`config.mk`:
```
export PLATFORM = sky130hd
export DESIGN_NAME = axi4_protocol_monitor
export DESIGN_NICKNAME = d
export VERILOG_FILES = /design/src/rtl/axi4_mon_pkg.sv /design/src/rtl/axi4_mon_len_fifo.sv /design/src/rtl/axi4_protocol_monitor.sv
export SDC_FILE = /design/constraint.sdc
export NUM_CORES = 1
export LEC_CHECK = 0
export ABC_AREA = 1
export BUFFER_PORTS_ARGS = -buffer_cell sky130_fd_sc_hd__clkbuf_2
export CAP_MARGIN = 25
export CORE_AREA = 3 3 177 179
export CTS_BUF_LIST = sky130_fd_sc_hd__clkbuf_8
export CTS_CLUSTER_DIAMETER = 120
export DETAILED_ROUTE_END_ITERATION = 8
export DIE_AREA = 0 0 180 182
export MAX_ROUTING_LAYER = met4
export PLACE_DENSITY = 0.93
export REMOVE_ABC_BUFFERS = 1
export SLEW_MARGIN = 30
export SYNTH_ARGS = -nofsm -noshare
export SYNTH_HDL_FRONTEND = slang
export SYNTH_SLANG_ARGS = --single-unit
```
`constraint.sdc`:
```
create_clock -name ACLK -period 6.6 [get_ports ACLK]
set_input_delay 0.33 -clock ACLK [delete_from_list [all_inputs] [get_ports ACLK]]
set_output_delay 0.33 -clock ACLK [all_outputs]
set_load 0.01 [all_outputs]
```
`src/rtl/axi4_mon_pkg.sv`:
```
// Shared types, error bit positions and burst legality helpers for the AXI4 protocol monitor.
package axi4_mon_pkg;

  localparam int ERR_WIDTH          = 9;
  localparam int ERR_WLAST_EARLY    = 0;
  localparam int ERR_WLAST_MISSING  = 1;
  localparam int ERR_W_NO_AW        = 2;
  localparam int ERR_B_UNEXPECTED   = 3;
  localparam int ERR_RLAST_MISMATCH = 4;
  localparam int ERR_R_NO_AR        = 5;
  localparam int ERR_FIFO_OVERFLOW  = 6;
  localparam int ERR_BURST_ILLEGAL  = 7;
  localparam int ERR_RESERVED       = 8;

  typedef enum logic [1:0] {FIXED = 2'd0, INCR = 2'd1, WRAP = 2'd2} burst_e;
  typedef enum logic [1:0] {OKAY, EXOKAY, SLVERR, DECERR} resp_e;
  typedef enum logic {CH_IDLE, CH_ACTIVE} chan_state_e;

  // 17-bit sum so that a 256-beat, 128-byte burst from 0xFFF cannot wrap.
  function automatic logic crosses_4k(input logic [11:0] addr12, input logic [7:0] len,
                                      input logic [2:0] size);
    logic [16:0] span;
    logic [16:0] endAddr;
    span    = ({9'd0, len} + 17'd1) << size;
    endAddr = {5'd0, addr12} + span;
    return endAddr > 17'd4096;
  endfunction

  function automatic logic burst_illegal(input logic [1:0] burst, input logic [7:0] len,
                                         input logic [11:0] addr12, input logic [2:0] size);
    if (burst == 2'b11) return 1'b1;
    if (burst == WRAP)  return !(len inside {8'd1, 8'd3, 8'd7, 8'd15});
    if (burst == INCR)  return crosses_4k(addr12, len, size);
    return 1'b0;
  endfunction

endpackage

```
`src/rtl/axi4_mon_len_fifo.sv`:
```
// Synchronous FIFO holding the AxLEN of each accepted address phase until its data burst ends.
module axi4_mon_len_fifo #(
  parameter int DEPTH = 4
) (
  input  logic                   clk_i,
  input  logic                   rst_ni,
  input  logic                   push_i,
  input  logic                   pop_i,
  input  logic [7:0]             data_i,
  output logic [7:0]             data_o,
  output logic                   full_o,
  output logic                   empty_o,
  output logic [$clog2(DEPTH):0] count_o
);

  localparam int PW = $clog2(DEPTH);

  logic [7:0]    mem_q [DEPTH];
  logic [PW-1:0] wrPtr_q, rdPtr_q;
  logic [PW:0]   count_q;
  logic          pushEn, popEn;

  assign empty_o = (count_q == '0);
  assign full_o  = (count_q == (PW+1)'(DEPTH));
  assign count_o = count_q;
  assign data_o  = mem_q[rdPtr_q];

  // A pop in the same cycle frees the slot, so a push into a full FIFO is still taken.
  assign popEn  = pop_i && !empty_o;
  assign pushEn = push_i && (!full_o || popEn);

  always_ff @(posedge clk_i or negedge rst_ni) begin
    if (!rst_ni) begin
      wrPtr_q <= '0;
      rdPtr_q <= '0;
      count_q <= '0;
    end else begin
      if (pushEn) wrPtr_q <= wrPtr_q + PW'(1);
      if (popEn)  rdPtr_q <= rdPtr_q + PW'(1);
      count_q <= count_q + (PW+1)'(pushEn) - (PW+1)'(popEn);
    end
  end

  always_ff @(posedge clk_i) begin
    if (pushEn) mem_q[wrPtr_q] <= data_i;
  end

endmodule

```
`src/rtl/axi4_protocol_monitor.sv`:
```
// Passive AXI4 monitor: tracks write/read bursts against AxLEN, flags protocol errors
// with sticky bits and a pulse, and keeps saturating traffic counters.
module axi4_protocol_monitor
  import axi4_mon_pkg::*;
#(
  parameter int ID_WIDTH        = 1,
  parameter int ADDR_WIDTH      = 32,
  parameter int MAX_OUTSTANDING = 4,
  parameter int CNT_WIDTH       = 32
) (
  input  logic                               ACLK,
  input  logic                               ARESETN,
  input  logic                               CLEAR,
  input  logic                               AWVALID,
  input  logic                               AWREADY,
  input  logic [ADDR_WIDTH-1:0]              AWADDR,
  input  logic [7:0]                         AWLEN,
  input  logic [2:0]                         AWSIZE,
  input  logic [1:0]                         AWBURST,
  input  logic                               WVALID,
  input  logic                               WREADY,
  input  logic                               WLAST,
  input  logic                               BVALID,
  input  logic                               BREADY,
  input  logic [1:0]                         BRESP,
  input  logic                               ARVALID,
  input  logic                               ARREADY,
  input  logic [ADDR_WIDTH-1:0]              ARADDR,
  input  logic [7:0]                         ARLEN,
  input  logic [2:0]                         ARSIZE,
  input  logic [1:0]                         ARBURST,
  input  logic                               RVALID,
  input  logic                               RREADY,
  input  logic                               RLAST,
  input  logic [1:0]                         RRESP,
  output logic [ERR_WIDTH-1:0]               ERR,
  output logic                               ERR_PULSE,
  output logic [CNT_WIDTH-1:0]               WR_BURSTS,
  output logic [CNT_WIDTH-1:0]               RD_BURSTS,
  output logic [CNT_WIDTH-1:0]               WR_BEATS,
  output logic [CNT_WIDTH-1:0]               RD_BEATS,
  output logic [CNT_WIDTH-1:0]               RESP_ERR_CNT,
  output logic [$clog2(MAX_OUTSTANDING):0]   WR_OUTSTANDING,
  output logic [$clog2(MAX_OUTSTANDING):0]   RD_OUTSTANDING
);

  localparam int OW = $clog2(MAX_OUTSTANDING) + 1;

  function automatic logic [OW-1:0] udStep(input logic [OW-1:0] v, input logic inc, input logic dec);
    if (inc && !dec && v != '1) return v + OW'(1);
    if (dec && !inc && v != '0) return v - OW'(1);
    return v;
  endfunction

  function automatic logic [CNT_WIDTH-1:0] satAdd(input logic [CNT_WIDTH-1:0] v, input logic [1:0] inc);
    logic [CNT_WIDTH:0] s;
    s = {1'b0, v} + (CNT_WIDTH+1)'(inc);
    return s[CNT_WIDTH] ? '1 : s[CNT_WIDTH-1:0];
  endfunction

  logic awHs, wHs, bHs, arHs, rHs;
  assign awHs = AWVALID && AWREADY;
  assign wHs  = WVALID && WREADY;
  assign bHs  = BVALID && BREADY;
  assign arHs = ARVALID && ARREADY;
  assign rHs  = RVALID && RREADY;

  logic [7:0]    wHead, rHead;
  logic          wFull, wEmpty, rFull, rEmpty;
  logic [OW-1:0] wCount, rCount;
  logic          wFifoPush, wFifoPop, rFifoPush, rFifoPop;

  chan_state_e wState_q, wState_d, rState_q, rState_d;
  logic [7:0]  wLen_q, wLen_d, wCnt_q, wCnt_d, wCurLen, wIdx;
  logic [7:0]  rLen_q, rLen_d, rCnt_q, rCnt_d, rCurLen, rIdx;
  logic        wPop, wDone, wEarly, wMissing, wNoAddr, wBypass;
  logic        rPop, rDone, rEarly, rMissing, rNoAddr, rBypass;

  logic [OW-1:0] wDoneCnt_q, wrOut_q, rdOut_q;
  logic [ERR_WIDTH-1:0] err_q, newErr;
  logic errPulse_q;
  logic [CNT_WIDTH-1:0] wrBursts_q, rdBursts_q, wrBeats_q, rdBeats_q, respErr_q;
  logic bUnexp, bOk, awAccept, arAccept, wOvf, rOvf;
  logic [1:0] respInc;

  // Write data tracker; the first beat takes its length from the FIFO head, or from
  // a same-cycle AW when the FIFO is empty.
  always_comb begin
    wState_d = wState_q;
    wLen_d   = wLen_q;
    wCnt_d   = wCnt_q;
    wCurLen  = wLen_q;
    wIdx     = wCnt_q;
    {wPop, wDone, wEarly, wMissing, wNoAddr, wBypass} = '0;
    if (wHs) begin
      if (wState_q == CH_IDLE) begin
        wIdx = 8'd0;
        if (!wEmpty)   wCurLen = wHead;
        else if (awHs) begin wCurLen = AWLEN; wBypass = 1'b1; end
        else           wNoAddr = 1'b1;
      end
      if (!wNoAddr) begin
        if (WLAST && wIdx == wCurLen) begin wDone = 1'b1;    wPop = 1'b1; wState_d = CH_IDLE; end
        else if (WLAST)               begin wEarly = 1'b1;   wPop = 1'b1; wState_d = CH_IDLE; end
        else if (wIdx == wCurLen)     begin wMissing = 1'b1; wPop = 1'b1; wState_d = CH_IDLE; end
        else begin
          wState_d = CH_ACTIVE;
          wLen_d   = wCurLen;
          wCnt_d   = wIdx + 8'd1;
        end
      end
    end
  end

  always_comb begin
    rState_d = rState_q;
    rLen_d   = rLen_q;
    rCnt_d   = rCnt_q;
    rCurLen  = rLen_q;
    rIdx     = rCnt_q;
    {rPop, rDone, rEarly, rMissing, rNoAddr, rBypass} = '0;
    if (rHs) begin
      if (rState_q == CH_IDLE) begin
        rIdx = 8'd0;
        if (!rEmpty)   rCurLen = rHead;
        else if (arHs) begin rCurLen = ARLEN; rBypass = 1'b1; end
        else           rNoAddr = 1'b1;
      end
      if (!rNoAddr) begin
        if (RLAST && rIdx == rCurLen) begin rDone = 1'b1;    rPop = 1'b1; rState_d = CH_IDLE; end
        else if (RLAST)               begin rEarly = 1'b1;   rPop = 1'b1; rState_d = CH_IDLE; end
        else if (rIdx == rCurLen)     begin rMissing = 1'b1; rPop = 1'b1; rState_d = CH_IDLE; end
        else begin
          rState_d = CH_ACTIVE;
          rLen_d   = rCurLen;
          rCnt_d   = rIdx + 8'd1;
        end
      end
    end
  end

  // A bypassed burst that ends on its first beat never needs to enter the FIFO.
  assign wFifoPush = awHs && !(wBypass && wPop);
  assign wFifoPop  = wPop && !wBypass;
  assign rFifoPush = arHs && !(rBypass && rPop);
  assign rFifoPop  = rPop && !rBypass;
  assign wOvf      = awHs && wFull && !wFifoPop;
  assign rOvf      = arHs && rFull && !rFifoPop;
  assign awAccept  = awHs && !wOvf;
  assign arAccept  = arHs && !rOvf;
  assign bUnexp    = bHs && (wDoneCnt_q == '0) && !wDone;
  assign bOk       = bHs && !bUnexp;
  assign respInc   = {1'b0, bHs && (BRESP != OKAY)} + {1'b0, rHs && (RRESP != OKAY)};

  always_comb begin
    newErr                     = '0;
    newErr[ERR_WLAST_EARLY]    = wEarly;
    newErr[ERR_WLAST_MISSING]  = wMissing;
    newErr[ERR_W_NO_AW]        = wNoAddr;
    newErr[ERR_B_UNEXPECTED]   = bUnexp;
    newErr[ERR_RLAST_MISMATCH] = rEarly || rMissing;
    newErr[ERR_R_NO_AR]        = rNoAddr;
    newErr[ERR_FIFO_OVERFLOW]  = wOvf || rOvf;
    newErr[ERR_BURST_ILLEGAL]  = (awHs && burst_illegal(AWBURST, AWLEN, AWADDR[11:0], AWSIZE)) ||
                                 (arHs && burst_illegal(ARBURST, ARLEN, ARADDR[11:0], ARSIZE));
    newErr[ERR_RESERVED]       = 1'b0;
  end

  // CLEAR wipes counters outright but still lets this cycle's new errors land.
  always_ff @(posedge ACLK or negedge ARESETN) begin
    if (!ARESETN) begin
      wState_q <= CH_IDLE;  rState_q <= CH_IDLE;
      wLen_q <= '0;  wCnt_q <= '0;  rLen_q <= '0;  rCnt_q <= '0;
      wDoneCnt_q <= '0;  wrOut_q <= '0;  rdOut_q <= '0;
      err_q <= '0;  errPulse_q <= 1'b0;
      wrBursts_q <= '0;  rdBursts_q <= '0;  wrBeats_q <= '0;  rdBeats_q <= '0;  respErr_q <= '0;
    end else begin
      wState_q <= wState_d;  rState_q <= rState_d;
      wLen_q <= wLen_d;  wCnt_q <= wCnt_d;  rLen_q <= rLen_d;  rCnt_q <= rCnt_d;
      wDoneCnt_q <= udStep(wDoneCnt_q, wDone, bOk);
      wrOut_q    <= udStep(wrOut_q, awAccept, bOk);
      rdOut_q    <= udStep(rdOut_q, arAccept, rDone);
      err_q      <= (CLEAR ? '0 : err_q) | newErr;
      errPulse_q <= |newErr;
      if (CLEAR) begin
        wrBursts_q <= '0;  rdBursts_q <= '0;  wrBeats_q <= '0;  rdBeats_q <= '0;  respErr_q <= '0;
      end else begin
        wrBursts_q <= satAdd(wrBursts_q, {1'b0, bOk});
        rdBursts_q <= satAdd(rdBursts_q, {1'b0, rDone});
        wrBeats_q  <= satAdd(wrBeats_q, {1'b0, wHs});
        rdBeats_q  <= satAdd(rdBeats_q, {1'b0, rHs});
        respErr_q  <= satAdd(respErr_q, respInc);
      end
    end
  end

  axi4_mon_len_fifo #(.DEPTH(MAX_OUTSTANDING)) u_wLenFifo (
    .clk_i(ACLK), .rst_ni(ARESETN), .push_i(wFifoPush), .pop_i(wFifoPop), .data_i(AWLEN),
    .data_o(wHead), .full_o(wFull), .empty_o(wEmpty), .count_o(wCount)
  );

  axi4_mon_len_fifo #(.DEPTH(MAX_OUTSTANDING)) u_rLenFifo (
    .clk_i(ACLK), .rst_ni(ARESETN), .push_i(rFifoPush), .pop_i(rFifoPop), .data_i(ARLEN),
    .data_o(rHead), .full_o(rFull), .empty_o(rEmpty), .count_o(rCount)
  );

  logic unusedBits;
  assign unusedBits = ^{AWADDR, ARADDR, wCount, rCount, 1'(ID_WIDTH)};

  assign ERR            = err_q;
  assign ERR_PULSE      = errPulse_q;
  assign WR_BURSTS      = wrBursts_q;
  assign RD_BURSTS      = rdBursts_q;
  assign WR_BEATS       = wrBeats_q;
  assign RD_BEATS       = rdBeats_q;
  assign RESP_ERR_CNT   = respErr_q;
  assign WR_OUTSTANDING = wrOut_q;
  assign RD_OUTSTANDING = rdOut_q;

endmodule

```
==> run_results.csv <==
group,metric,value,unit
run_status,run_status,"finished, final reports clean",
routing,first_pass_iters,9,
cts,clock-sinks,290,
critical_path,path_cells,"inv_4, nand2_1, nand3_1, nand3_1, nand3_1, nand2_1, nand2_1, nor2_4, nand3_4, nor3_2, ha_1, ha_1, nand3_1, nor3_2, inv_1, nor2_1, nand3_1, inv_1, nand3_1, inv_1, o21ai_0, inv_1",
placement,port_buffers,243,
grt,gr-total-overflow,0,
grt,grt_pass1_wl,79300,um
final_layout,num_antenna_cells,0,
critical_path,crit_path_end,"RD_BURSTS[23]",
grt,grtUsageTotal,29.4,%
cts,ctsHoldBuffers,1,
critical_path,reg2reg_from,"u_rLenFifo.rdPtr_q[0]",
final_layout,syn_to_final_growth,13.3,%
cts,cts-htree-levels,2,
yosys,synth-seq-cells,290,
floorplanning,core,29700,um^2
yosys,netlist_area,18800,um^2
min_path,hp-class,"primary input to register",
cts,clk_latency,0.57,ns
yosys,ys_seq_area_share,40.3,%
floorplanning,die_x,180,um
critical_path,worst_r2r_endpoint,"RD_BURSTS[23]",
final_layout,instances_no_fill,3107,
critical_path,reg2reg_depth,22,
final_layout,fillers,2240,
routing,antenna_left,0,
critical_path,critical_path.startpoint,"u_rLenFifo.rdPtr_q[0]",
critical_path,critPathSlowestCell,"dfrtp_1",
routing,routed-via-count,17300,
timing,fin_crit,4.70,ns
timing,setup_violations,0,
floorplanning,die_h,182,um
cts,cts_setup_buffers,0,
critical_path,cp.buffers_inverters,5,
pwr,peakVddDrop,133,uV
yosys,netlist_top_cells_area,"dfrtp_1 (30%), nand2_1 (11%), edfxtp_1 (10%), inv_1 (7.0%), nand3_1 (5.8%)",
critical_path,required,7.10,ns
critical_path,critical_path.max_fanout,18,
floorplanning,std_cell_rows,63,
critical_path,path_class,"register to register",
cts,cts_tree,"done",
floorplanning,io_pins,285,
routing,routed_wl,48200,um
timing,slew_headroom,38.0,%
critical_path,cp_data_arrival_time,5.19,ns
placement,dp_cells,3020,
routing,drtIter0Drc,1373,
critical_path,start_kind,"register",
timing,rsz0062_at_grt,"false",
pwr,p_leak,11.1,nW
timing,hold_viol_final,0,
grt,grt_max_degree,80,
pwr,power_density,249,nW/um^2
placement,dp_hpwl,35700,um
critical_path,critPathCaptureType,"register",
routing,routed_via_density,5.58,
cts,ctsLongestPathBuffers,3,
yosys,synth_enable_flop_cells,64,
cts,root_buffer,"clkbuf_8",
timing,min_period_over_period,71.1,%
yosys,async_flop_share,77.9,%
timing,finalClockSkew,0.0412,ns
floorplanning,initial_core_util,63.3,%
cts,cts_buffers,47,
timing,slew_violations,0,
yosys,ys_types,63,
yosys,synthMostInstantiatedCell,"nand2_1",
grt,antenna_found_initial,0,
yosys,yosysWarningCount,0,
cts,path_clk_slew,0.07,ns
floorplanning,die_area,32800,um^2
yosys,yosysTopAreaCellShare,30.1,%
critical_path,max_stage_delay,0.71,ns
yosys,syn_area_per_cell,7.73,um^2
placement,gp_congestion,0.960,
run,cap_viol_max_count,0,
critical_path,cp_num_cells,22,
yosys,synth_top_cells_by_count,"nand2_1 (556), inv_1 (353), dfrtp_1 (226), nand3_1 (217), nor2_1 (187)",
final_layout,final_nets,2859,
final_layout,drive_above_1_share,17.4,%
critical_path,crit_top_cell,"nand3_1",
timing,setup_tns,0,ns
routing,wl_per_cell,15.5,um
critical_path,reg2reg_slack,1.90,ns
grt,grt_pass1_vias,16900,
yosys,synth_flop_cell,"dfrtp_1",
timing,tightest_slew,0.925,ns
timing,fmax,213,MHz
routing,drc,0,
critical_path,cp_top_family,"simple AND/OR/NAND/NOR gates",
yosys,synthCells,2435,
cts,postCtsResizedCells,0,
yosys,yosys.area.top_type,"dfrtp_1",
stage by stage:
step	hold WS (ns)	util (%)	instance area, um^2	worst slack, ns	total power (W)
floorplan	0.0344	-	18500	3.19	0.00323
CTS	0.0289	71.6	21300	1.97	0.00531
global route	0.0503	71.7	21300	1.45	0.00564
global placement	0.326	68.3	20300	2.29	0.00357
finish	0.0574	71.7	21300	1.90	0.00530
detailed placement	0.332	68.3	20300	2.11	0.00367
cell families (layout without fill, tap and decap cells):
kind of cell,after synthesis,count (layout),synth area share (%)
AND/OR/NAND/NOR,1213,1213,31.2
adder cells (fa/ha/maj),70,70,4.86
XOR/XNOR,125,125,5.82
multiplexers,3,3,0.160
buffers and inverters,435,717,9.09
flip-flops,290,290,40.3
other,1,1,0.0199
AO/OA/AOI/OAI,298,298,8.54
cell usage in the layout (no fill, tap or decap), drive strengths merged, types with 5 or more instances in the layout:
master,n
nand2,584
inv,388
clkbuf,300
nand3,240
nor2,231
dfrtp,226
o21ai,181
xor2,83
a21oi,76
nor3,70
ha,65
edfxtp,64
xnor2,42
nand4,41
nor4,24
clkinv,20
a31oi,14
or2,9
nand3b,6
o21bai,5
fa,5
buf,5
worst reg2reg max path: cells and delay by family, from the launching register on:
family | cells | cell delay, ns
flip-flops | 1 | 0.71
buffers and inverters | 5 | 0.96
AND/OR/NAND/NOR | 14 | 2.26
adder cells (fa/ha/maj) | 2 | 0.48
AO/OA/AOI/OAI | 1 | 0.20
flip-flops by register name, summed over array words and instances, names as in the netlist, 3 cells and up:
register            cells
RD_BEATS               32
RD_BURSTS              32
RESP_ERR_CNT           32
WR_BEATS               32
WR_BURSTS              32
u_rLenFifo.mem_q       32
u_wLenFifo.mem_q       32
ERR                     8
rCnt_q                  8
rLen_q                  8
wCnt_q                  8
wLen_q                  8
RD_OUTSTANDING          3
WR_OUTSTANDING          3
u_rLenFifo.count_o      3
u_wLenFifo.count_o      3
wDoneCnt_q              3
power by group:
| group | internal (W) | switching [W] | total [W] |
|---|---|---|---|
| registers | 0.00203 | 0.000201 | 0.00223 |
| clock network | 0.000911 | 0.000716 | 0.00163 |
| logic | 0.000492 | 0.000950 | 0.00144 |
layout make-up:
cell class	count	area, um^2	share of cell area, %
Multi-Input combinational cell	1710	9530	44.7
Sequential cell	290	7580	35.6
Inverter	383	1440	6.77
Timing Repair Buffer	248	1270	5.98
Clock buffer	58	798	3.75
Tap cell	390	488	2.29
Clock inverter	28	194	0.910
worst min path at each step:
| stage | from | to | slack, ns | depth (start not counted) |
|---|---|---|---|---|
| final | RREADY | ERR[5] | 0.06 | 3 |
| after global routing | RVALID | ERR[5] | 0.05 | 3 |
| after CTS | RREADY | ERR[5] | 0.03 | 3 |
| after detailed placement | ARESETN | RD_BEATS[26] | 0.33 | 1 |
| after global placement | ARESETN | RD_BEATS[22] | 0.33 | 1 |
| after floorplan | ARESETN | ERR[0] | 0.03 | 0 |
routing by layer:
metal  global-route usage [%]  vias to the layer above  part of all wire (%)
li1                         -                     8387                     -
met1                     36.4                     8103                    40
met2                     49.5                      736                    49
met3                     4.25                      120                   7.5
met4                     10.9                        0                   3.1
met5                        -                        -                     0
No activity file was read; power rests on OpenSTA's default activity.
